==> config.mk <==
export PLATFORM = sky130hd
export DESIGN_NAME = rc4_encryption_core
export DESIGN_NICKNAME = d
export VERILOG_FILES = /design/src/rtl/rc4_pkg.sv /design/src/rtl/rc4_s_init.sv /design/src/rtl/rc4_encryption_core.sv
export SDC_FILE = /design/constraint.sdc
export NUM_CORES = 1
export LEC_CHECK = 0
export BUFFER_PORTS_ARGS = -buffer_cell sky130_fd_sc_hd__buf_2
export CAP_MARGIN = 20
export CORE_MARGIN = 8
export CORE_UTILIZATION = 58
export DETAILED_ROUTE_END_ITERATION = 10
export PLACE_DENSITY = 0.81
export SETUP_SLACK_MARGIN = 0.2
export SKIP_LAST_GASP = 1
export SYNTH_ARGS = -nofsm -noshare
export SYNTH_HDL_FRONTEND = slang
export SYNTH_SLANG_ARGS = --single-unit
==> constraint.sdc <==
create_clock -name clk -period 4.6 [get_ports clk]
set_input_delay 0.46 -clock clk [delete_from_list [all_inputs] [get_ports clk]]
set_output_delay 0.46 -clock clk [all_outputs]
set_load 0.02 [all_outputs]
==> src/rtl/rc4_pkg.sv <==
// rtl/rc4_pkg.sv - shared RC4 constants, FSM state codes and phase type
package rc4_pkg;

    localparam int S_SIZE           = 256;
    localparam int KSA_CYCLES_PER_I = 6;
    localparam int DROP_COUNT       = 256;

    typedef logic [3:0] state_t;

    localparam state_t ST_IDLE  = 4'd0;
    localparam state_t ST_INIT  = 4'd1;
    localparam state_t ST_RD_I  = 4'd2;
    localparam state_t ST_GET_I = 4'd3;
    localparam state_t ST_RD_J  = 4'd4;
    localparam state_t ST_GET_J = 4'd5;
    localparam state_t ST_WR_I  = 4'd6;
    localparam state_t ST_WR_J  = 4'd7;
    localparam state_t ST_READY = 4'd8;
    localparam state_t ST_RD_K  = 4'd9;
    localparam state_t ST_GET_K = 4'd10;
    localparam state_t ST_OUT   = 4'd11;

    // The swap loop RD_I..WR_J is shared; phase decides what follows WR_J.
    typedef enum logic [1:0] {
        PH_KSA  = 2'd0,
        PH_DROP = 2'd1,
        PH_PRGA = 2'd2
    } phase_t;

endpackage

==> src/rtl/rc4_s_init.sv <==
// rtl/rc4_s_init.sv - S-box identity fill counter with single-cycle done pulse
module rc4_s_init
    import rc4_pkg::*;
(
    input  logic       clk,
    input  logic       rst,
    input  logic       clear,
    input  logic       en,
    output logic [7:0] addr,
    output logic       done
);

    logic [7:0] count;

    always_ff @(posedge clk or posedge rst) begin
        if (rst) begin
            count <= 8'd0;
        end else if (clear) begin
            count <= 8'd0;
        end else if (en) begin
            count <= count + 8'd1;
        end
    end

    assign addr = count;
    assign done = en && (count == 8'(S_SIZE - 1));

endmodule

==> src/rtl/rc4_encryption_core.sv <==
// rtl/rc4_encryption_core.sv - RC4 byte-stream encryptor on external S memory; RC4_DROP256_EN enables drop-256
module rc4_encryption_core
    import rc4_pkg::*;
#(
    parameter int KEY_LEN = 3
) (
    input  logic                 clk,
    input  logic                 reset,
    input  logic                 start,
    input  logic [8*KEY_LEN-1:0] secret_key,
    input  logic                 pt_valid,
    output logic                 pt_ready,
    input  logic [7:0]           pt_data,
    input  logic                 pt_last,
    output logic                 ct_valid,
    input  logic                 ct_ready,
    output logic [7:0]           ct_data,
    output logic                 ct_last,
    output logic                 busy,
    output logic                 key_ready,
    output logic [7:0]           s_address,
    output logic [7:0]           s_data,
    output logic                 s_wren,
    input  logic [7:0]           s_q
);

    state_t               state;
    phase_t               phase;
    logic [7:0]           i, j, si, sj;
    logic [2:0]           kidx;
    logic [8*KEY_LEN-1:0] key_reg;
    logic [7:0]           pt_reg, ct_reg;
    logic                 pt_last_reg, ct_last_reg;
    logic [7:0]           key_byte;
    logic [7:0]           init_addr;
    logic                 init_done;
`ifdef RC4_DROP256_EN
    logic [7:0]           drop_cnt;
`endif

    rc4_s_init u_s_init (
        .clk   (clk),
        .rst   (reset),
        .clear (state == ST_IDLE),
        .en    (state == ST_INIT),
        .addr  (init_addr),
        .done  (init_done)
    );

    always_comb begin
        key_byte = 8'h00;
        for (int n = 0; n < KEY_LEN; n++) begin
            if (kidx == 3'(n)) key_byte = key_reg[8*(KEY_LEN-1-n) +: 8];
        end
    end

    always_ff @(posedge clk or posedge reset) begin
        if (reset) begin
            state       <= ST_IDLE;
            phase       <= PH_KSA;
            i           <= 8'd0;
            j           <= 8'd0;
            si          <= 8'd0;
            sj          <= 8'd0;
            kidx        <= 3'd0;
            key_reg     <= '0;
            pt_reg      <= 8'd0;
            pt_last_reg <= 1'b0;
            ct_reg      <= 8'd0;
            ct_last_reg <= 1'b0;
`ifdef RC4_DROP256_EN
            drop_cnt    <= 8'd0;
`endif
        end else begin
            case (state)
                ST_IDLE: if (start) begin
                    key_reg <= secret_key;
                    i       <= 8'd0;
                    j       <= 8'd0;
                    kidx    <= 3'd0;
                    phase   <= PH_KSA;
                    state   <= ST_INIT;
                end
                ST_INIT: if (init_done) state <= ST_RD_I;
                ST_RD_I: state <= ST_GET_I;
                ST_GET_I: begin
                    si <= s_q;
                    if (phase == PH_KSA) begin
                        j    <= j + s_q + key_byte;
                        kidx <= (kidx == 3'(KEY_LEN - 1)) ? 3'd0 : kidx + 3'd1;
                    end else begin
                        j <= j + s_q;
                    end
                    state <= ST_RD_J;
                end
                ST_RD_J: state <= ST_GET_J;
                ST_GET_J: begin
                    sj    <= s_q;
                    state <= ST_WR_I;
                end
                ST_WR_I: state <= ST_WR_J;
                ST_WR_J: begin
                    if (phase == PH_KSA) begin
                        if (i == 8'hFF) begin
                            j <= 8'd0;
`ifdef RC4_DROP256_EN
                            // Discard rounds pre-increment i, just like a real PRGA byte.
                            i        <= 8'd1;
                            drop_cnt <= 8'd0;
                            phase    <= PH_DROP;
                            state    <= ST_RD_I;
`else
                            i     <= 8'd0;
                            phase <= PH_PRGA;
                            state <= ST_READY;
`endif
                        end else begin
                            i     <= i + 8'd1;
                            state <= ST_RD_I;
                        end
`ifdef RC4_DROP256_EN
                    end else if (phase == PH_DROP) begin
                        if (drop_cnt == 8'(DROP_COUNT - 1)) begin
                            phase <= PH_PRGA;
                            state <= ST_READY;
                        end else begin
                            i        <= i + 8'd1;
                            drop_cnt <= drop_cnt + 8'd1;
                            state    <= ST_RD_I;
                        end
`endif
                    end else begin
                        state <= ST_RD_K;
                    end
                end
                ST_READY: if (pt_valid) begin
                    pt_reg      <= pt_data;
                    pt_last_reg <= pt_last;
                    i           <= i + 8'd1;
                    state       <= ST_RD_I;
                end
                ST_RD_K: state <= ST_GET_K;
                ST_GET_K: begin
                    ct_reg      <= pt_reg ^ s_q;
                    ct_last_reg <= pt_last_reg;
                    state       <= ST_OUT;
                end
                ST_OUT: if (ct_ready) state <= ct_last_reg ? ST_IDLE : ST_READY;
                default: state <= ST_IDLE;
            endcase
        end
    end

    // S memory port: si+sj is read after both swap writes, so RD_K sees post-swap S.
    always_comb begin
        s_address = 8'd0;
        s_data    = 8'd0;
        s_wren    = 1'b0;
        case (state)
            ST_INIT: begin
                s_address = init_addr;
                s_data    = init_addr;
                s_wren    = 1'b1;
            end
            ST_RD_I: s_address = i;
            ST_RD_J: s_address = j;
            ST_WR_I: begin
                s_address = i;
                s_data    = sj;
                s_wren    = 1'b1;
            end
            ST_WR_J: begin
                s_address = j;
                s_data    = si;
                s_wren    = 1'b1;
            end
            ST_RD_K: s_address = si + sj;
            default: s_address = 8'd0;
        endcase
    end

    assign busy      = (state != ST_IDLE);
    assign key_ready = (state == ST_READY);
    assign pt_ready  = (state == ST_READY);
    assign ct_valid  = (state == ST_OUT);
    assign ct_data   = ct_reg;
    assign ct_last   = ct_last_reg;

endmodule
---- Word-level counts from Yosys, hierarchy flattened ----
Cells that the tools add are included.
operators by class
  add/sub/neg operators ................... 6
  eq/ne operators ......................... 22
  multiplexer cells ....................... 33
  bitwise operators ....................... 1
  reductions and logical operators ........ 20
operator list
  operator               number
  $mux W8                12
  $pmux W8 S3            3
  $pmux W4 S12           1
  $pmux W8 S4            1
  $mux W4                7
  $add A8 B8 Y8          3
  $add A8 B1 Y8 const B  2
  $eq A4 B3 Y1 const B   4
  $eq A4 B4 Y1 const B   4
  $eq A8 B8 Y1 const B   2
  $reduce_and A4 Y1      4
  $ne A2 B2 Y1 const B   6
  $mux W3                3
  $eq A4 B2 Y1 const B   2
  $xor A8 B8 Y8          1
  $mux W2                3
  $pmux W3 S2            1
  $reduce_bool A2 Y1     3
  $reduce_bool A3 Y1     2
  $eq A4 B1 Y1 const B   1
  $logic_not A4 Y1       1
  $pmux W2 S2            1
  $reduce_and A2 Y1      2
  $reduce_bool A4 Y1     1
  other kinds (11)       12
word-level totals
  register bits ........................... 91
  input port bits ......................... 46

---- Depth between registers and ports, before layout ----
Gate-level depths: netlist (run 1).
  depth after elaboration ................. 7
  mapped depth ............................ 15
  gate-level depth less buffers ........... 15

---- Modules after synthesis ----
A second synthesis (run 1) with hierarchy kept.
second synthesis, totals
  cell total of the unflattened synthesis .. 605
  area, all modules ....................... 5355.1 um^2
modules (own cells, without submodules)
  module               instances  cells an instance  area an instance (um^2)  seq. area each (um^2)
  rc4_encryption_core  1          564                4936.0                   2052.0
  rc4_s_init           1          41                 419.2                    200.2

---- Least setup slack after synthesis (run 1) ----
No wires, ideal clock.
  path type ............................... input -> register
  start ................................... in s_q[0]
  end ..................................... reg j[7]
  library setup time ...................... 0.079 ns
  arrival time ............................ 3.187 ns
  required time ........................... 4.521 ns
  slack ................................... 1.333 ns
  cell stages on the path ................. 14
  path buffers ............................ 0
  path through ............................ ha_1 fa_1 a21o_1 a21oi_1 o21bai_1 a21oi_1 xnor2_1 ha_1 or4_4 o22ai_2 xor2_1 nor3_1 nor3b_2 mux2i_1
between the ends
  word-level cells in the longest chain between the ends .. 4
ends and longest elaborated chain
  element               RTL line                                              source
  start, declared       rc4_encryption_core.sv:24                             input logic [7:0] s_q
  $add A8 B8 Y8 (*)     rc4_encryption_core.sv:89, rc4_encryption_core.sv:92
  $add A8 B8 Y8         rc4_encryption_core.sv:89                             j <= j + s_q + key_byte;
  $mux W8 (*)           rc4_encryption_core.sv:88                             if (phase == PH_KSA) begin
  $pmux W8 S3 (*)       rc4_encryption_core.sv:75                             case (state)
  end signal, assigned  rc4_encryption_core.sv:89
  end signal, assigned  rc4_encryption_core.sv:92                             j <= j + s_q;
  end, declared         rc4_encryption_core.sv:29                             logic [7:0] i, j, si, sj;
Mark *: on every way between the ends. The rest lies on a longest branch, timed or not.
A chain may end at the register's enable or synchronous reset.

---- Worst setup path in the final report (run 1) ----
  start ................................... reg j[0]
  end ..................................... reg j[7]
between the ends
  word-level cells in the longest chain between the ends .. 4
ends and longest elaborated chain
  element            RTL line
  $add A8 B8 Y8 (*)  rc4_encryption_core.sv:89, rc4_encryption_core.sv:92
  $add A8 B8 Y8      rc4_encryption_core.sv:89
  $mux W8 (*)        rc4_encryption_core.sv:88
  $pmux W8 S3 (*)    rc4_encryption_core.sv:75
Marked as above.

==> results_dict.tcl, run 1 <==
set metrics [dict create \
    max_freq_mhz 285.4 \
    synth_mux_area_share_pct 7.848 \
    largest_reg_flops 24 \
    yosys.area.top_type "dfrtp_1" \
    status "completed" \
    root_buffer "clkbuf_8" \
    synth.distinct_cells 55 \
    drc 0 \
    cap_viol_max_count 0 \
    clk_latency_ns 0.37 \
    max_slew_margin_pct 30.90 \
    dieArea_um2 12370 \
    postPlaceCellArea_um2 5642 \
    initial_core_util_pct 60.04 \
    synth_compound_area_share_pct 15.22 \
    whs_ns 0.2215 \
    synth.avg_cell_area_um2 9.263 \
    yosys.area_share.xor_xnor_pct 5.327 \
    final_util_pct 67.62 \
    async_flop_share_pct 100.0 \
    vias_per_cell 6.024 \
    synthTopCellsByArea "dfrtp_1 43%, nand2_1 8.1%, ha_1 5.5%, mux2_2 5.4%, nor2_1 4.0%" \
    crit_type "flop to flop" \
    tightest_slew_ns 1.036 \
    ys_seq_area_share_pct 42.81 \
    synth_top_family_by_area "simple AND/OR/NAND/NOR gates" \
    finalCritPeriodShare_pct 76.18 \
    synthAdderAreaFrac_pct 6.611 \
    wl_per_cell_um 17.50 \
    slew_viol_final 0 \
    grt_pass1_vias 4409 \
    finalSetupViolCount 0 \
    antenna_found_initial 0 \
    p_per_area_nw_per_um2 766.4 \
    worstPathRequired_ns 4.89 \
    grt_setup_unrepaired "no" \
    cp-end-kind "flop" \
    cts_tree "yes" \
    gr-usage-all-layers_pct 20.76 \
    nets 702 \
    grt-ovfl-total 0 \
    ys_warn_count 0 \
    dr.pass1.iters 7 \
    core_region_area_um2 8763 \
    ys_ff_latch 90 \
    syn_area_um2 5261 \
    arrival_ns 3.79 \
    die_h_um 111.2 \
    layout_min_cycle_time_ns 3.504 \
    grt_max_degree 49 \
    gp_congestion 0.8955 \
    vdd_ir_drop_max_mv 0.4265 \
    num_antenna_cells 0 \
    layout-drive-gt1-share_pct 20.63 \
    yosys_most_used_dff "dfrtp_1" \
    clock-sinks 90 \
    io_buffers 75 \
    cts_resized 0 \
    hpwlAfterDp_mm 9.579 \
    synth_simple_gate_area_share_pct 18.34 \
    finalInstanceArea_um2 5926 \
    final.setup.tns_ns 0 \
    p_leak_uw 0.002916 \
    htreeDepth 3 \
    antenna_left 0 \
    grt_pass1_wl_mm 21.49 \
    clkTransAtPathRegs_ns 0.10 \
    via_count 4476 \
    die_w_um 111.2 \
    drt-initial-drc-count 377 \
    synth_edf_count 0 \
    cts_inserted_buffers 9 \
    hold_viol 0 \
    worst_setup_path_start_kind "flop" \
    skew_ns 0.01256 \
    fillers 715 \
    drt-total-wl_mm 13.00 \
    syn-num-nets 640 \
    yosys.area.top_type_share_pct 42.81 \
    syn_inst 568 \
    ioPinCount 76 \
    crit_path_max_fanout 3 \
    cts_hold_buf 0 \
    post_cts_buffers 0 \
    placementRows 34 \
    syn2layout_area_growth_pct 12.63 \
    hp-class "input pin to asynchronous set/reset pin" \
    clock_path_buffers 2 \
]
[metrics by stage]
step	setup WS, ns	total power (uW)	cells
6_report	1.096	4542	743
5_1_grt	0.9185	4875	743
4_1_cts	1.110	4516	742
3_5_place_dp	0.9124	3775	726
3_3_place_gp	1.056	3647	726
2_1_floorplan	1.333	3228	568
[cell type report]
class / instances / area, um^2 / share of cell area [%]
inverter: 15 / 57.56 / 0.9713
sequential: 90 / 2252 / 38.01
multi-input combinational: 436 / 2806 / 47.36
tap: 108 / 135.1 / 2.280
clock buffer: 9 / 123.9 / 2.090
timing repair buffer: 78 / 401.6 / 6.778
clock inverter: 7 / 148.9 / 2.513
[cells in the mapped netlist (all sizes together) (2+ instances only)]
| master | count |
|---|---|
| o22ai | 9 |
| and3b | 2 |
| a222oi | 9 |
| mux2 | 26 |
| a21o | 6 |
| clkbuf | 7 |
| a211oi | 3 |
| nand3 | 2 |
| nand4 | 4 |
| ha | 23 |
| o211ai | 2 |
| a22oi | 6 |
| nand2 | 115 |
| a21oi | 33 |
| dfrtp | 90 |
| a221o | 3 |
| buf | 20 |
| nand2b | 5 |
| inv | 15 |
| nor2b | 4 |
| o21a | 8 |
| and3 | 8 |
| xnor2 | 19 |
| fa | 3 |
| o21ai | 36 |
| xor2 | 13 |
| o21bai | 3 |
| or3 | 4 |
| nor3 | 8 |
| nor2 | 57 |
| a22o | 2 |
| mux2i | 12 |
[path summary, 6_finish.rpt]
path	startpoint	to	slack, ns	depth (start not counted)
worst min-delay path	reset	i[3]	0.22	2
min in group clk	secret_key[10]	key_reg[10]	0.28	3
worst max-delay path	j[0]	j[7]	1.10	14
worst min register to register	key_reg[12]	key_reg[12]	0.48	2
max in group asynchronous	reset	si[6]	3.34	3
worst max register to register	j[0]	j[7]	1.10	14
[cell families (layout without fill, tap and decap cells)]
logic type,count (synthesis),in the layout
compound gates,125,125
xor+xnor,32,32
fa+ha+maj,26,26
buf+inv,42,109
flops,90,90
mux,38,38
simple gates,215,215
[where the power goes]
part           internal (uW)  switching, uW  total [uW]  leakage [uW]
Sequential              1110            345        1450       0.00112
Clock                    423            303         726      0.000136
Combinational           1030           1330        2360       0.00166
Total                   2560           1980        4540       0.00292
[per-layer routing]
metal | vias up | track usage (%) | part of all wire [%]
met5 | - | 0 | 0
met4 | 0 | 7.467 | 2.2
met3 | 32 | 4.167 | 6.6
met2 | 187 | 33.23 | 47
met1 | 2150 | 27.06 | 44
li1 | 2107 | - | -
[critical path, stage by stage, from the launching register on]
cell and delay, ns:
dfrtp_1 0.41, ha_1 0.23, fa_1 0.41, a21o_1 0.18, a21oi_1 0.23, o21bai_1 0.10, a21oi_1 0.18, xnor2_1 0.12
ha_1 0.24, or4_4 0.54, o22ai_2 0.11, xor2_1 0.20, nor3_1 0.08, nor3b_2 0.20, mux2i_1 0.20
[layout by cell type (no fill, tap or decap), types with 4 or more instances in the layout]
master     synthesis  routed
a22oi_1            5       5
xor2_1            13      13
xnor2_1           19      19
mux2i_1           12      12
nand2b_1           5       5
a21oi_1           33      33
inv_1             15      14
a21o_1             6       6
and3_1             8       8
dfrtp_1           90      90
nand4_1            4       4
nand2_1          113     113
nor2b_1            4       4
bufinv_16          0       4
o21ai_0           35      35
a222oi_1           9       9
or3_1              4       4
o22ai_1            8       8
ha_1              23      23
nor2_1            56      56
clkbuf_8           0       9
buf_2             12      75
nor3_1             6       6
mux2_2            25      25
o21a_1             8       8
Note: power is estimated with default switching activity, not from simulation.
==> run 2, diff against run 1 <==
- ABC_AREA: default -> 1
- PLACE_DENSITY: 0.81 -> 0.8
- clock period: 4.6 -> 3.49 ns (I/O delays scaled with it)
==> results_dict.tcl, run 2 <==
set metrics [dict create \
    clock_path_buffers 2 \
    drc 0 \
    antenna_left 0 \
    final_common_cell "nand2_1" \
    syn-num-nets 783 \
    cts_tree "yes" \
    status "completed" \
    gp_congestion 0.9927 \
    cap_viol_max_count 0 \
    finalInstanceArea_um2 6086 \
    fillers 770 \
    async_flop_share_pct 100.0 \
    netSwitchingFraction_pct 48.27 \
    crit_path_max_fanout 4 \
    clkTransAtPathRegs_ns 0.09 \
    drt-initial-drc-count 292 \
    yosys.area.top_type_share_pct 41.42 \
    worstPathRequired_ns 3.73 \
    synth_compound_area_share_pct 12.77 \
    placementRows 35 \
    finalSetupViolCount 0 \
    finalCritPeriodShare_pct 83.39 \
    p_leak_uw 0.003242 \
    hold_viol 0 \
    grt_setup_unrepaired "no" \
    max_slew_margin_pct 50.15 \
    synthTopCellsByArea "dfrtp_1 41%, nand2_1 14%, inv_1 6.0%, o21ai_0 5.4%, ha_1 5.3%" \
    synth_simple_gate_area_share_pct 26.99 \
    multi_input_area_um2 2751 \
    final.setup.tns_ns 0 \
    cts_resized 0 \
    syn2layout_area_growth_pct 11.92 \
    tightest_slew_ns 0.7469 \
    ys_ff_latch 90 \
    skew_ns 0.01383 \
    wl_per_cell_um 15.64 \
    ys_warn_count 0 \
    yosysMostFrequentCell "nand2_1" \
    postPlaceCellArea_um2 5898 \
    crit_type "flop to flop" \
    nets 858 \
    synth.avg_cell_area_um2 7.648 \
    cts_hold_buf 0 \
    p_per_area_nw_per_um2 932.0 \
    arrival_ns 3.16 \
    layout_min_cycle_time_ns 2.910 \
    yosys_most_used_dff "dfrtp_1" \
    root_buffer "clkbuf_8" \
    power.switching_uw 2738 \
    io_buffers 75 \
    hpwlAfterDp_mm 10.96 \
    yosys.area.top_type "dfrtp_1" \
    antenna_found_initial 0 \
    grt-ovfl-total 0 \
    htreeDepth 3 \
    die_h_um 112.8 \
    slew_viol_final 0 \
    syn_inst 711 \
    synth_mux_area_share_pct 1.864 \
    synth_top_family_by_area "simple AND/OR/NAND/NOR gates" \
    vias_per_cell 5.611 \
    post_cts_buffers 0 \
    synth_common_cells "206 x nand2_1, 90 x dfrtp_1, 87 x inv_1, 59 x o21ai_0, 56 x nand3_1" \
    cts_inserted_buffers 9 \
    core_region_area_um2 9153 \
    drt-total-wl_mm 14.11 \
    num_antenna_cells 0 \
    final_util_pct 66.49 \
    clock-sinks 90 \
    grt_max_degree 45 \
    initial_core_util_pct 59.41 \
    dr.pass1.iters 6 \
    clk_latency_ns 0.36 \
    largest_reg_flops 24 \
    internal_power_uw 2934 \
    max_freq_mhz 343.6 \
    synth.distinct_cells 45 \
    synth_edf_count 0 \
    dieArea_um2 12730 \
    cp-end-kind "flop" \
    layout-drive-gt1-share_pct 16.18 \
    ys_seq_area_share_pct 41.42 \
    die_w_um 112.8 \
    hp-class "input pin to asynchronous set/reset pin" \
    worst_setup_path_start_kind "flop" \
    seqPwrFrac_pct 31.0 \
    pwr-share-clk_pct 12.4 \
    power_uw 5672 \
    comb_power_share_pct 56.6 \
    vdd_ir_drop_max_mv 0.4952 \
    synthAdderAreaFrac_pct 6.397 \
    gr-usage-all-layers_pct 23.12 \
    final_cell_mix "206 x nand2_1, 90 x dfrtp_1, 86 x inv_1, 75 x buf_2, 59 x o21ai_0" \
    yosys.area_share.xor_xnor_pct 2.577 \
    register_area_um2 2252 \
    syn_area_um2 5438 \
    grt_pass1_vias 5072 \
    ioPinCount 76 \
    via_count 5061 \
    grt_pass1_wl_mm 24.00 \
]
[run 2: power by group through the flow]
| stage | Combinational (uW) | Sequential (uW) | Clock (uW) |
|---|---|---|---|
| after floorplan | 2380 | 1740 | 0 |
| after global placement | 2970 | 1750 | 0 |
| after detailed placement | 3130 | 1770 | 0 |
| after CTS | 3160 | 1750 | 707 |
| after global routing | 3640 | 1810 | 750 |
| final | 3210 | 1760 | 703 |
[run 2: critical path, cell delays in order (launching register included)]
cell and delay, ns:
dfrtp_1 0.41, ha_1 0.22, fa_1 0.42, nand2_1 0.09, inv_1 0.05, o21ai_0 0.13
nand2_1 0.08, xor2_1 0.18, inv_1 0.07, ha_1 0.34, nand2_1 0.10, nand2_1 0.11
a21oi_1 0.17, nand2_1 0.09, a21oi_1 0.13, nand3_1 0.09, nand3_1 0.09, nand2_1 0.06
[run 2: kinds of logic (layout without fill, tap and decap cells)]
kind of cell,Yosys count,count (layout)
simple gates,343,343
compound gates,119,119
buf+inv,108,188
flops,90,90
fa+ha+maj,26,26
xor+xnor,16,16
mux,9,9
[run 2: final timing paths]
path,from,slack [ns],cells after the start,to
setup / recovery,j[0],0.58,17,j[7]
hold / removal,reset,0.09,2,pt_reg[7]
setup reg to reg,j[0],0.58,17,j[7]
hold reg to reg,key_reg[21],0.49,2,key_reg[21]
max in group asynchronous,reset,2.60,3,u_s_init.addr[3]
min in group clk,secret_key[23],0.18,3,key_reg[23]
[run 2: layer usage]
metal / wire length, um / share of wire [%] / up-vias / global-route usage (%)
met5: 0 / 0 / - / 0
met4: 408 / 2.9 / 0 / 9.712
met3: 785 / 5.6 / 36 / 3.621
met2: 6993 / 50 / 207 / 39.58
met1: 5924 / 42 / 2348 / 28.40
li1: - / - / 2470 / -
[run 2: cell type report]
class,count,share of cell area [%]
well taps,111,2.282
inverters,93,5.757
repair buffers,79,6.661
clock inverters,4,0.8635
flip-flops and latches,90,37.01
clock buffers,12,2.220
multi-input cells,513,45.21
[run 2: through the flow]
step / setup WS (ns) / instances / hold slack (ns)
floorplan: 0.8057 / 711 / 0.4436
global placement: 0.6765 / 886 / 0.4645
detailed placement: 0.5390 / 886 / 0.4661
CTS: 0.6152 / 902 / 0.1135
global route: 0.3184 / 902 / 0.1393
finish: 0.5796 / 902 / 0.09055
